<file path="config.mk">
export PLATFORM = sky130hd
export DESIGN_NAME = regfile_write_demux_flat
export DESIGN_NICKNAME = d
export VERILOG_FILES = /design/src/rtl/regfile_write_demux_if.sv /design/src/rtl/regfile_write_demux.sv /design/src/flat_wrapper.sv
export SDC_FILE = /design/constraint.sdc
export NUM_CORES = 2
export LEC_CHECK = 0
export ABC_CLOCK_PERIOD_IN_PS = 4600
export BUFFER_PORTS_ARGS = -buffer_cell sky130_fd_sc_hd__clkbuf_2
export CORE_AREA = 5 5 460 462
export CTS_BUF_LIST = sky130_fd_sc_hd__clkbuf_4 sky130_fd_sc_hd__clkbuf_8
export CTS_CLUSTER_DIAMETER = 150
export DETAILED_ROUTE_END_ITERATION = 8
export DIE_AREA = 0 0 465 467
export HOLD_SLACK_MARGIN = 0.15
export PLACE_DENSITY = 0.35
export SETUP_SLACK_MARGIN = 0.5
export SLEW_MARGIN = 20
export SYNTH_ARGS = -nofsm -noshare
export SYNTH_HDL_FRONTEND = slang
export SYNTH_SLANG_ARGS = --single-unit
</file>
<file path="constraint.sdc">
create_clock -name clk -period 4.6 [get_ports clk]
set_clock_uncertainty 0.05 [all_clocks]
set_input_delay 0.46 -clock clk [delete_from_list [all_inputs] [get_ports clk]]
set_output_delay 0.46 -clock clk [all_outputs]
set_load 0.005 [all_outputs]
</file>
<file path="src/rtl/regfile_write_demux_if.sv">
// Write-port bundle of the register file: write request in; decoded enable, forwarding view
// and flattened register contents out.
interface regfile_write_demux_if #(
  parameter int WIDTH     = 64,
  parameter int ADDR_BITS = 4
);
  localparam int NREG = 2 ** ADDR_BITS;

  logic                   wr_en;
  logic [ADDR_BITS-1:0]   wr_addr;
  logic [WIDTH-1:0]       wr_data;
  logic [NREG-1:0]        we_onehot;
  logic                   fwd_valid;
  logic [ADDR_BITS-1:0]   fwd_addr;
  logic [WIDTH-1:0]       fwd_data;
  logic [NREG*WIDTH-1:0]  regs_out;

  modport master (
    output wr_en, wr_addr, wr_data,
    input  we_onehot, fwd_valid, fwd_addr, fwd_data, regs_out
  );

  modport slave (
    input  wr_en, wr_addr, wr_data,
    output we_onehot, fwd_valid, fwd_addr, fwd_data, regs_out
  );
endinterface

</file>
<file path="src/rtl/regfile_write_demux.sv">
// Register-file write side: one pending stage, one-hot decode, NREG-entry register bank.
// Optional REGFILE_ZERO_REG_EN makes register NREG-1 a hardwired zero register.
module regfile_write_demux #(
  parameter int WIDTH     = 64,
  parameter int ADDR_BITS = 4
) (
  input  logic                   clk,
  input  logic                   reset,
  regfile_write_demux_if.slave   bus
);
  localparam int NREG = 2 ** ADDR_BITS;
  localparam logic [ADDR_BITS-1:0] ZERO_ADDR = ADDR_BITS'(NREG - 1);

`ifdef REGFILE_ZERO_REG_EN
  localparam bit ZERO_REG = 1'b1;
`else
  localparam bit ZERO_REG = 1'b0;
`endif

  logic                  capture_valid;
  logic                  pend_valid;
  logic [ADDR_BITS-1:0]  pend_addr;
  logic [WIDTH-1:0]      pend_data;
  logic [NREG-1:0]       we_onehot;

  // Writes aimed at the zero register are captured as bubbles so they never commit.
  assign capture_valid = bus.wr_en & ~(ZERO_REG & (bus.wr_addr == ZERO_ADDR));

  // NOTE: state uses non-blocking assignments so every flop samples pre-edge values;
  // a blocking write here would let the commit below see this cycle's capture.
  always_ff @(posedge clk) begin
    if (reset) begin
      pend_valid <= 1'b0;
      pend_addr  <= '0;
      pend_data  <= '0;
    end else begin
      pend_valid <= capture_valid;
      pend_addr  <= bus.wr_addr;
      pend_data  <= bus.wr_data;
    end
  end

  // NOTE: the default comes first, so every path assigns we_onehot and no latch is inferred.
  always_comb begin
    we_onehot = '0;
    if (pend_valid) we_onehot[pend_addr] = 1'b1;
  end

  for (genvar i = 0; i < NREG; i++) begin : g_reg
    if (ZERO_REG && (i == NREG - 1)) begin : g_zero
      assign bus.regs_out[i*WIDTH +: WIDTH] = '0;
    end else begin : g_flop
      logic [WIDTH-1:0] value;

      // NOTE: the bank is flops rather than a RAM macro, so reset can and does clear it.
      always_ff @(posedge clk) begin
        if (reset)             value <= '0;
        else if (we_onehot[i]) value <= pend_data;
      end

      assign bus.regs_out[i*WIDTH +: WIDTH] = value;
    end
  end

  assign bus.we_onehot = we_onehot;
  assign bus.fwd_valid = pend_valid;
  assign bus.fwd_addr  = pend_addr;
  assign bus.fwd_data  = pend_data;
endmodule

</file>
<file path="src/flat_wrapper.sv">
// flat-port wrapper written by rule: the top's interface ports become plain ports
module regfile_write_demux_flat 
#(
  parameter int WIDTH     = 64,
  parameter int ADDR_BITS = 4
)
  (clk, reset, bus_wr_en, bus_wr_addr, bus_wr_data, bus_we_onehot, bus_fwd_valid, bus_fwd_addr, bus_fwd_data, bus_regs_out);
  regfile_write_demux_if #(.WIDTH(WIDTH), .ADDR_BITS(ADDR_BITS)) bus_i ();
  input  logic clk;
  input  logic reset;
  input wire logic [$bits(bus_i.wr_en)-1:0] bus_wr_en;
  input wire logic [$bits(bus_i.wr_addr)-1:0] bus_wr_addr;
  input wire logic [$bits(bus_i.wr_data)-1:0] bus_wr_data;
  output wire logic [$bits(bus_i.we_onehot)-1:0] bus_we_onehot;
  output wire logic [$bits(bus_i.fwd_valid)-1:0] bus_fwd_valid;
  output wire logic [$bits(bus_i.fwd_addr)-1:0] bus_fwd_addr;
  output wire logic [$bits(bus_i.fwd_data)-1:0] bus_fwd_data;
  output wire logic [$bits(bus_i.regs_out)-1:0] bus_regs_out;
  assign bus_i.wr_en = bus_wr_en;
  assign bus_i.wr_addr = bus_wr_addr;
  assign bus_i.wr_data = bus_wr_data;
  assign bus_we_onehot = bus_i.we_onehot;
  assign bus_fwd_valid = bus_i.fwd_valid;
  assign bus_fwd_addr = bus_i.fwd_addr;
  assign bus_fwd_data = bus_i.fwd_data;
  assign bus_regs_out = bus_i.regs_out;
  regfile_write_demux #(.WIDTH(WIDTH), .ADDR_BITS(ADDR_BITS)) u_core (.clk(clk), .reset(reset), .bus(bus_i));
endmodule
</file>
==> reports/results.tsv <==
metric	value	unit
status	finished, final reports clean	
Synth Warn #	0	
crit path launch type	flip-flop	
synth unique cells	22	
Arrival @ worst endpoint	3.18	ns
cell count after synthesis	3863	
dpl ws	1.009	ns
hold path depth	3	
Crit Path Max Fanout	25	
Peak VDD IR	268.2	uV
synth cell count leaders	dfxtp_1, nand2b_1, mux2i_1	
max-cap check violation count	0	
EDFF count, synth	0	
largest net degree at the start of global routing	184	
worst reg-to-reg path cell count	4	
share of cells above drive strength 1	31.78	%
die width	465	um
gr ovfl total	0	
Mapped Nets	3934	
die area	217200	um^2
wire length on met3	17060	um
core area	206700	um^2
DRC viols	0	
Min Hold Slack	0.3425	ns
antenna violations before repair	18	
RSZ-0062 raised after global routing	false	
Crit Path Category	flip-flop to primary output	
Die H	467	um
Fillers	22070	
Post-Route WL	210700	um
Detailed Routing Iterations Pass 1	5	
clk sinks	1093	
Switching Power	5.171	mW
setup_tns	0	ns
setup bufs post-CTS	0	
FFs w/ async S/R, synth	0	%
met2 routed WL	102100	um
Inserted Clock Buffers	205	
count leader, synth	dfxtp_1	
Cells after DPL	7497	
DRT iter0 DRCs	1952	
Final nets	5234	
combinational share of power	4.9	%
Yosys reg bits	1093	
DR top layer	met5	
Pint	15.79	mW
sw frac	24.67	%
Area Growth Syn to Fin	36.04	%
syn_area_per_cell	10.67	um^2
Slew Limit Headroom	30.40	%
# rows	167	
PD cells	373.7	nW/um^2
Routed Antenna Nets	0	
Fmax achieved	0.2712	GHz
I/O Buffers	1179	
post-synth top area cell	dfxtp_1	
gpl congestion	0.7694	
vias per inst	4.050	
fin cells	8042	
footprint of the multi-input gates	17790	um^2
clk root buf	clkbuf_8	
Clock Latency Late Sink	0.95	ns
# H-tree levels	4	
Storage cell area	21880	um^2
Final Util	27.14	%
Critical Path End Type	primary output	
Leakage	27.83	nW
part of the cycle the worst path needs	80.16	%
final setup vio count	0	
detailed-route via count	32570	
Avg WL per Cell	26.20	um
fin area	56080	um^2
cell area after synthesis	41220	um^2
most area-consuming cells after synthesis	dfxtp_1, mux2i_1, nand2b_1	
final hold viol count	0	
final-report max-slew violation count	0	
final worst slack	0.9126	ns
crit path time final	3.687	ns
met1 wire length	86550	um
Clock Power Share	49.3	%
Hold Path Class	input port to flip-flop	
CTS tree	done	
first-pass GRT wire length	284000	um
Placed Area	49960	um^2
initial core utilization	19.95	%
Required @ worst endpoint	4.09	ns
Tot Pwr	20.96	mW
maximum root-to-sink buffer count	3	
Primary FF master, synth	dfxtp_1	
Seq/Total Area, Yosys	53.08	%
Worst-Margin Slew	1.044	ns
vias in the first global route	32870	
total track usage	18.57	%
CTS clock-pin slew for the worst setup and hold paths	0.06	ns
sequential share of power	45.8	%
DP HPWL	144300	um
Synth top area share	53.08	%
I/O pins	1180	
power groups by stage:
stage	Sequential, mW	Combinational (mW)	Clock, mW
5_1_grt	9.60	1.10	11.1
3_5_place_dp	9.80	0.957	0
6_report	9.60	1.03	10.3
2_1_floorplan	9.78	0.440	0
3_3_place_gp	9.80	0.959	0
4_1_cts	9.59	1.07	10.7
final cells by class:
type,instances,share of cell area (%)
Sequential cell,1093,39.01
Multi-Input combinational cell,2399,31.72
Timing Repair Buffer,1448,15.13
Clock buffer,353,7.614
Tap cell,2704,6.032
Clock inverter,21,0.3302
Inverter,16,0.1160
Antenna cell,8,0.03570
registers in the layout, indices dropped and copies added, names as in the netlist:
| name | count |
|---|---|
| u_core.bus.fwd_valid | 1 |
| u_core.g.g_flop.value | 1024 |
| u_core.bus.fwd_addr | 4 |
| u_core.bus.fwd_data | 64 |
logic make-up after synthesis:
logic type             after synthesis  synth area share (%)
buffers and inverters              371                 4.125
muxes                              832                 20.20
DFF                               1093                 53.08
and+or+nand+nor                   1183                 17.93
AOI/OAI and AO/OA                  384                 4.662
timing repair:
item                                    CTS  global route
endpoints found under the hold margin   107             0
endpoints found under the setup margin    2             0
gates resized for setup                   3             0
hold buffers                            163             0
cell usage in the layout (no fill, tap or decap), drive strengths merged, types with 2 or more instances in the layout:
cell type	n
clkbuf	1531
dfxtp	1093
nand2b	900
mux2i	832
o21ai	384
nor2b	263
dlygate4sd3	163
buf	107
inv	17
clkinv	15
diode	8
or3	7
nand3	4
clkinvlp	4
nand2	2
or2	2
worst max-delay path: stages (launching register included):
cell	delay [ns]
dfxtp_1	0.57
nand2b_4	0.30
or3_2	0.78
clkinv_4	0.37
clkbuf_2	0.18
metal layers:
metal,vias to the layer above,global-route usage [%]
li1,15350,-
met1,15890,21.87
met2,1069,31.95
met3,251,6.796
met4,4,4.715
met5,-,0
final timing paths:
path	startpoint	endpoint	slack [ns]
worst min register to register	u_core.g_reg[1].g_flop.value[18]	u_core.g_reg[1].g_flop.value[18]	0.42
worst min-delay path	bus_wr_data[38]	u_core.bus.fwd_data[38]	0.34
worst max-delay path	u_core.bus.fwd_addr[0]	bus_we_onehot[1]	0.91
worst max register to register	u_core.bus.fwd_addr[0]	u_core.g_reg[8].g_flop.value[57]	1.72
Power figures use the tool's default switching activity.
